`src/rtl/bool_tt_eval_seq.sv`:
```
// Programmable N-input Boolean function held as a 2**N_IN-entry truth table.
// Valid/ready evaluation path plus an exhaustive sweep that reports minterm count and constant flags.
//
// state | meaning
// IDLE  | waiting for sweep_start; eval path open
// SWEEP | walking idx over every minterm, accumulating ones (TT_W cycles)
// DONE  | one-cycle completion: publish count and constant flags
module bool_tt_eval_seq #(
   parameter int N_IN = 3,
   parameter int TT_W = 1 << N_IN,
   parameter logic [TT_W-1:0] RESET_TT = 8'h5A
) (
   input  logic              clk,
   input  logic              rst_n,
   input  logic              tt_load,
   input  logic [TT_W-1:0]   tt_in,
   output logic [TT_W-1:0]   tt_q,
   input  logic              in_valid,
   output logic              in_ready,
   input  logic [N_IN-1:0]   in_vars,
   output logic              out_valid,
   input  logic              out_ready,
   output logic              out_f,
   input  logic              sweep_start,
   output logic              sweep_busy,
   output logic              sweep_done,
   output logic [N_IN:0]     ones_cnt,
   output logic              is_const0,
   output logic              is_const1
);

   localparam logic [1:0] ST_IDLE  = 2'd0;
   localparam logic [1:0] ST_SWEEP = 2'd1;
   localparam logic [1:0] ST_DONE  = 2'd2;

   localparam logic [N_IN:0] LAST_IDX = (N_IN+1)'(TT_W - 1);
   localparam logic [N_IN:0] FULL_CNT = (N_IN+1)'(TT_W);
   localparam logic [N_IN:0] CNT_ONE  = (N_IN+1)'(1);

   logic [1:0]    state_q;
   logic [1:0]    state_d;
   logic [N_IN:0] idx_q;
   logic [N_IN:0] acc_q;
   logic          tt_bit;
   logic          accept;

   assign sweep_busy = (state_q == ST_SWEEP);
   assign sweep_done = (state_q == ST_DONE);
   assign in_ready   = !sweep_busy && (!out_valid || out_ready);
   assign accept     = in_valid && in_ready;
   assign tt_bit     = tt_q[idx_q[N_IN-1:0]];

   always_comb begin
      state_d = state_q;
      case (state_q)
         ST_IDLE:  if (sweep_start) state_d = ST_SWEEP;
         ST_SWEEP: if (idx_q == LAST_IDX) state_d = ST_DONE;
         ST_DONE:  state_d = ST_IDLE;
         default:  state_d = ST_IDLE;
      endcase
   end

   always_ff @(posedge clk or negedge rst_n) begin
      if (!rst_n) begin
         state_q   <= ST_IDLE;
         idx_q     <= '0;
         acc_q     <= '0;
         ones_cnt  <= '0;
         is_const0 <= 1'b0;
         is_const1 <= 1'b0;
      end else begin
         state_q <= state_d;
         case (state_q)
            ST_IDLE: begin
               if (sweep_start) begin
                  idx_q <= '0;
                  acc_q <= '0;
               end
            end
            ST_SWEEP: begin
               acc_q <= acc_q + {{N_IN{1'b0}}, tt_bit};
               idx_q <= idx_q + CNT_ONE;
            end
            ST_DONE: begin
               ones_cnt  <= acc_q;
               is_const0 <= (acc_q == '0);
               is_const1 <= (acc_q == FULL_CNT);
            end
            default: ;
         endcase
      end
   end

   // A load is blocked only while the sweep is reading the table.
   always_ff @(posedge clk or negedge rst_n) begin
      if (!rst_n) begin
         tt_q <= RESET_TT;
      end else if (tt_load && !sweep_busy) begin
         tt_q <= tt_in;
      end
   end

   // Eval reads tt_q before any same-edge load lands, so it sees the old table.
   always_ff @(posedge clk or negedge rst_n) begin
      if (!rst_n) begin
         out_valid <= 1'b0;
         out_f     <= 1'b0;
      end else if (accept) begin
         out_valid <= 1'b1;
         out_f     <= tt_q[in_vars];
      end else if (out_ready) begin
         out_valid <= 1'b0;
      end
   end

endmodule

```
`config.mk`:
```
export PLATFORM = sky130hd
export DESIGN_NAME = bool_tt_eval_seq
export DESIGN_NICKNAME = d
export VERILOG_FILES = /design/src/rtl/bool_tt_eval_seq.sv
export SDC_FILE = /design/constraint.sdc
export NUM_CORES = 1
export LEC_CHECK = 0
export CORE_UTILIZATION = 40
export CTS_BUF_LIST = sky130_fd_sc_hd__clkbuf_16
export DETAILED_ROUTE_END_ITERATION = 10
export GPL_TIMING_DRIVEN = 0
export PLACE_DENSITY_LB_ADDON = 0.12
export SLEW_MARGIN = 30
export SYNTH_ARGS = -nofsm -noshare
export SYNTH_HDL_FRONTEND = slang
export SYNTH_SLANG_ARGS = --single-unit
```
`constraint.sdc`:
```
create_clock -name clk -period 4.56 [get_ports clk]
set_input_delay 0.684 -clock clk [delete_from_list [all_inputs] [get_ports clk]]
set_output_delay 0.684 -clock clk [all_outputs]
set_load 0.1 [all_outputs]
```
==> Yosys cells after proc, flatten, opt, wreduce, memory -nomap -nowiden <==
Cells that the tools add are included.
{ "totals": {"reg_bits": 26, "latch_bits": 0, "ramBits": 0, "mem_bits_ro": 0, "inputBits": 17, "word_cells": 43, "memories": 0} }
{ "op_classes": {"n_addsub": 2, "multipliers": 0, "div": 0, "magnitude_cmp": 2, "n_eq_ne": 6, "shift": 0, "muxes": 12, "n_bitwise": 0, "reduce_logical": 12} }
{ "op_table": {"columns": ["operator", "count"], "rows": [
  ["$pmux W4 S2", 2],
  ["$lt A3 B4 Y1 const B", 2],
  ["$bmux W1 S3", 2],
  ["$add A4 B1 Y4", 1],
  ["$add A4 B1 Y4 const B", 1],
  ["$eq A4 B3 Y1 const B", 1],
  ["$eq A4 B4 Y1 const B", 1],
  ["$logic_not A4 Y1", 1],
  ["$mux W1", 4],
  ["$mux W2", 2],
  ["$mux W4", 1],
  ["$pmux W2 S2", 1],
  ["$reduce_and A2 Y1", 2],
  ["$reduce_bool A2 Y1", 2],
  ["$logic_and A1 B1 Y1", 3],
  ["$eq A2 B1 Y1 const B", 1],
  ["$eq A2 B2 Y1 const B", 1],
  ["$logic_not A1 Y1", 2],
  ["$logic_not A2 Y1", 1],
  ["$ne A2 B1 Y1 const B", 1],
  ["$ne A2 B2 Y1 const B", 1],
  ["$logic_or A1 B1 Y1", 1]
]} }

==> Logic depth before layout (Yosys ltp) <==
Gate-level depths: netlist of the first run.
{ "depth": {"word_depth": 5, "mapped_depth": 7, "ltp_nobuf": 7} }

==> Worst setup path after synthesis of the first run <==
Ideal clock, no wire load.
{ "synth_path": {"path_kind": "register -> output", "from": "register out_valid", "to": "output port in_ready", "t_arrival_ns": 2.390, "required_ns": 3.876, "setup_slack_ns": 1.486, "path_stages_with_launch": 3, "path_buffers": 0, "path_cell_list": "dfrtp_1 > and2b_2 > nor2_1"} }
{ "synth_via": {"elab_chain_len": 3} }
{ "synth_lines": {"columns": ["item", "line", "text"], "rows": [
  ["from (decl)", "21", "output logic out_valid,"],
  ["from (signal assigned)", "106", "out_valid <= 1'b0;"],
  ["from (signal assigned)", "109", "out_valid <= 1'b1;"],
  ["from (signal assigned)", "112", "out_valid <= 1'b0;"],
  ["$logic_not A1 Y1", "49", "assign in_ready = !sweep_busy && (!out_valid || out_ready);"],
  ["$logic_or A1 B1 Y1", "49", null],
  ["$logic_and A1 B1 Y1", "49", null],
  ["to (decl)", "19", "output logic in_ready,"]
]} }
Every way passes these cells.

==> Worst setup path after layout of the first run <==
{ "layout_path": {"from": "input port out_ready", "to": "output port in_ready"} }
{ "layout_via": {"elab_chain_len": 2} }
{ "layout_lines": {"columns": ["item", "line", "text"], "rows": [
  ["from (decl)", "22", "input logic out_ready,"],
  ["$logic_or A1 B1 Y1", "49", null],
  ["$logic_and A1 B1 Y1", "49", null]
]} }
Every way passes these cells.

==> flow_metrics.tcl, run 1 <==
set metrics [dict create \
    fp.dieH_um 57.8 \
    synth-seq-cells 26 \
    clkTransAtPathRegs_ps 60 \
    avgRoutedWirePerCell_um 13.2 \
    drt_first_iter_violations 22 \
    start_util_pct 43.7 \
    rr_startpoint "idx_q[0]" \
    syn-num-nets 126 \
    path_class "primary input to primary output" \
    holdCritPathClass "primary input to asynchronous set/reset pin" \
    netlist_instances 106 \
    num_io_pins 36 \
    hpwl_um 1690 \
    yosysWarnings 0 \
    final_common_cell "clkdlybuf4s50_1" \
    cts.sinks 26 \
    finalWeightedCongestion 0.736 \
    skew_ps 2.29 \
    start_kind "primary input" \
    max_freq_ghz 0.305 \
    slew_violations 0 \
    h-tree-depth 1 \
    drive_gt1_share_pct 20.1 \
    viasPerCell 5.18 \
    postRouteAntennaNets 0 \
    synth_cell_types 30 \
    firstDrtPassIters 7 \
    grtUsageTotal_pct 15.8 \
    drc_errors 1 \
    coreArea_mm2 0.00285 \
    rsz0062_at_grt "false" \
    violations "DRC" \
    worstPathRequired_ps 3880 \
    layout_common_cells "clkdlybuf4s50_1, nand2_1, dfrtp_1" \
    clock_latency_ps 260 \
    postCtsHoldBufs 0 \
    wl_um 2300 \
    num-nets-final 165 \
    timing.final.crit_share_pct 71.9 \
    rows 19 \
    hold_violations 0 \
    n_fill_cell 236 \
    cp-end-kind "primary output" \
    r2r_setup_slack_ps 2580 \
    synth.avg_cell_area_um2 11.8 \
    dieArea_mm2 0.00335 \
    relSlewSlack_pct 34.8 \
    grt_max_degree 27 \
    cap_violations 0 \
    antenna_found_initial 0 \
    area_growth_pct 38.4 \
    path_max_fanout 4 \
    cts_tree "yes" \
    tightest_slew_ps 975 \
    syn_area_mm2 0.00125 \
    clk_path_buf_depth 2 \
    antennaDiodeCount 0 \
    portBuffers 34 \
    via_count 906 \
    setup_viol 0 \
    fin_setup_tns_ps 0 \
    r2r-end "acc_q[2]" \
    cts_setup_buffers 0 \
    rr_worst_depth 7 \
    ctsResizeCount 0 \
    yosysSeqAreaShare_pct 52.6 \
    numCtsBuffers 3 \
    die-width_um 57.8 \
    grt_pass1_wl_um 4050 \
    first_global_vias 934 \
    overflow 0 \
    period_minus_slack_ps 3280 \
    clock-root-buffer "clkbuf_16" \
    status "complete, but fails checks" \
    worst-endpoint-arrival_ps 2590 \
]
[flip-flops by register name, summed over array words and instances, names as in the netlist]
register	cells
is_const0	1
is_const1	1
state_q	2
ones_cnt	4
acc_q	4
out_f	1
out_valid	1
tt_q	8
idx_q	4
[final cells by class]
type                    count  area [um^2]  share of cell area, %
clock inverters             1         30.0                   1.74
inverters                   3         11.3                  0.652
well taps                  31         38.8                   2.25
multi-input cells          72          543                   31.4
clock buffers               3         75.1                   4.35
flip-flops and latches     26          656                   38.0
plain buffers               5         37.5                   2.17
repair buffers             34          335                   19.4
[per-layer routing]
| metal | track usage [%] | vias to the layer above | wire [um] | share of wire (%) |
|---|---|---|---|---|
| met5 | 0 | - | 0 | 0 |
| met1 | 20.8 | 429 | 1060 | 46 |
| li1 | - | 443 | - | - |
| met4 | 7.82 | 0 | 24 | 1.0 |
| met3 | 1.79 | 4 | 111 | 4.8 |
| met2 | 26.1 | 30 | 1110 | 48 |
[through the flow]
step,hold WS [ps],cell area (um^2),std cells,utilization (%),setup WS [ps]
after floorplan,388,1250,106,-,1490
after global placement,452,1630,171,57.0,1280
final,412,1730,175,60.5,1280
after detailed placement,462,1620,171,56.8,1270
after global routing,465,1730,175,60.5,1240
after CTS,435,1730,175,60.5,1270
[critical path: stages]
cell,delay (ps)
clkdlybuf4s50_1,450
and2b_2,240
nor2_1,90
clkdlybuf4s50_1,1130
[cell families after synthesis]
| family | count (synthesis) | synth area share (%) |
|---|---|---|
| buf+inv | 8 | 3.91 |
| fa+ha+maj | 3 | 3.01 |
| simple gates | 41 | 15.8 |
| mux | 19 | 19.2 |
| compound gates | 9 | 5.52 |
| flops | 26 | 52.6 |
[Yosys cell counts]
library cell / number / area (um^2)
nand2b_1: 2 / 12.5
mux2i_1: 7 / 70.1
nor2_1: 1 / 3.75
clkbuf_1: 2 / 7.51
or3_1: 1 / 6.26
and2_1: 1 / 6.26
dfrtp_1: 22 / 551
buf_4: 1 / 7.51
o41ai_2: 1 / 16.3
o21ai_1: 1 / 5.00
inv_1: 1 / 3.75
inv_2: 2 / 7.51
and2b_2: 1 / 8.76
a21oi_1: 1 / 5.00
dfstp_2: 4 / 105
ha_1: 3 / 37.5
or3b_1: 1 / 8.76
nand3b_1: 1 / 7.51
mux4_2: 3 / 67.6
nand2_1: 24 / 90.1
and3b_1: 1 / 8.76
nand3_1: 5 / 25.0
nor3b_1: 1 / 7.51
nand4_1: 2 / 12.5
mux2_2: 9 / 101
a21o_1: 1 / 7.51
o31ai_1: 1 / 7.51
o21ai_0: 3 / 15.0
buf_6: 2 / 22.5
o31ai_2: 1 / 12.5
[worst max path at each step]
stage / from / endpoint / cells after the start
6_report: out_ready / in_ready / 4
5_1_grt: out_ready / in_ready / 4
4_1_cts: out_ready / in_ready / 4
3_5_place_dp: out_ready / in_ready / 4
3_3_place_gp: out_ready / in_ready / 4
2_1_floorplan: out_valid / in_ready / 2
Power of run 1 is left out: the tool's default activity adds up to more than one toggle a clock period on the data nets, which glitch-free logic cannot reach.
==> run 2, diff against run 1 <==
Clock period 4.56 ns to 3.3 ns, I/O delays scaled along.
==> results of run 2 <==
The final DEF is identical to that of run 1. Status: complete, but fails checks: DRC.
Main changes from that run: setup slack after placement 1270 ps -> 391 ps; setup slack after layout 1280 ps -> 399 ps; hold slack 412 ps -> 223 ps; register-to-register setup slack 2580 ps -> 1320 ps
Power of run 2 is left out for the same reason.
==> run 3, diff against run 2 <==
Settings changed: GPL_ROUTABILITY_DRIVEN set to 0, HOLD_SLACK_MARGIN set to 0.03.
==> results of run 3 <==
The final DEF is identical to that of run 1. Status: complete, but fails checks: DRC.
Main changes from that run: setup slack after placement 1270 ps -> 391 ps; setup slack after layout 1280 ps -> 399 ps; hold slack 412 ps -> 223 ps; register-to-register setup slack 2580 ps -> 1320 ps
Power of run 3 is left out for the same reason.
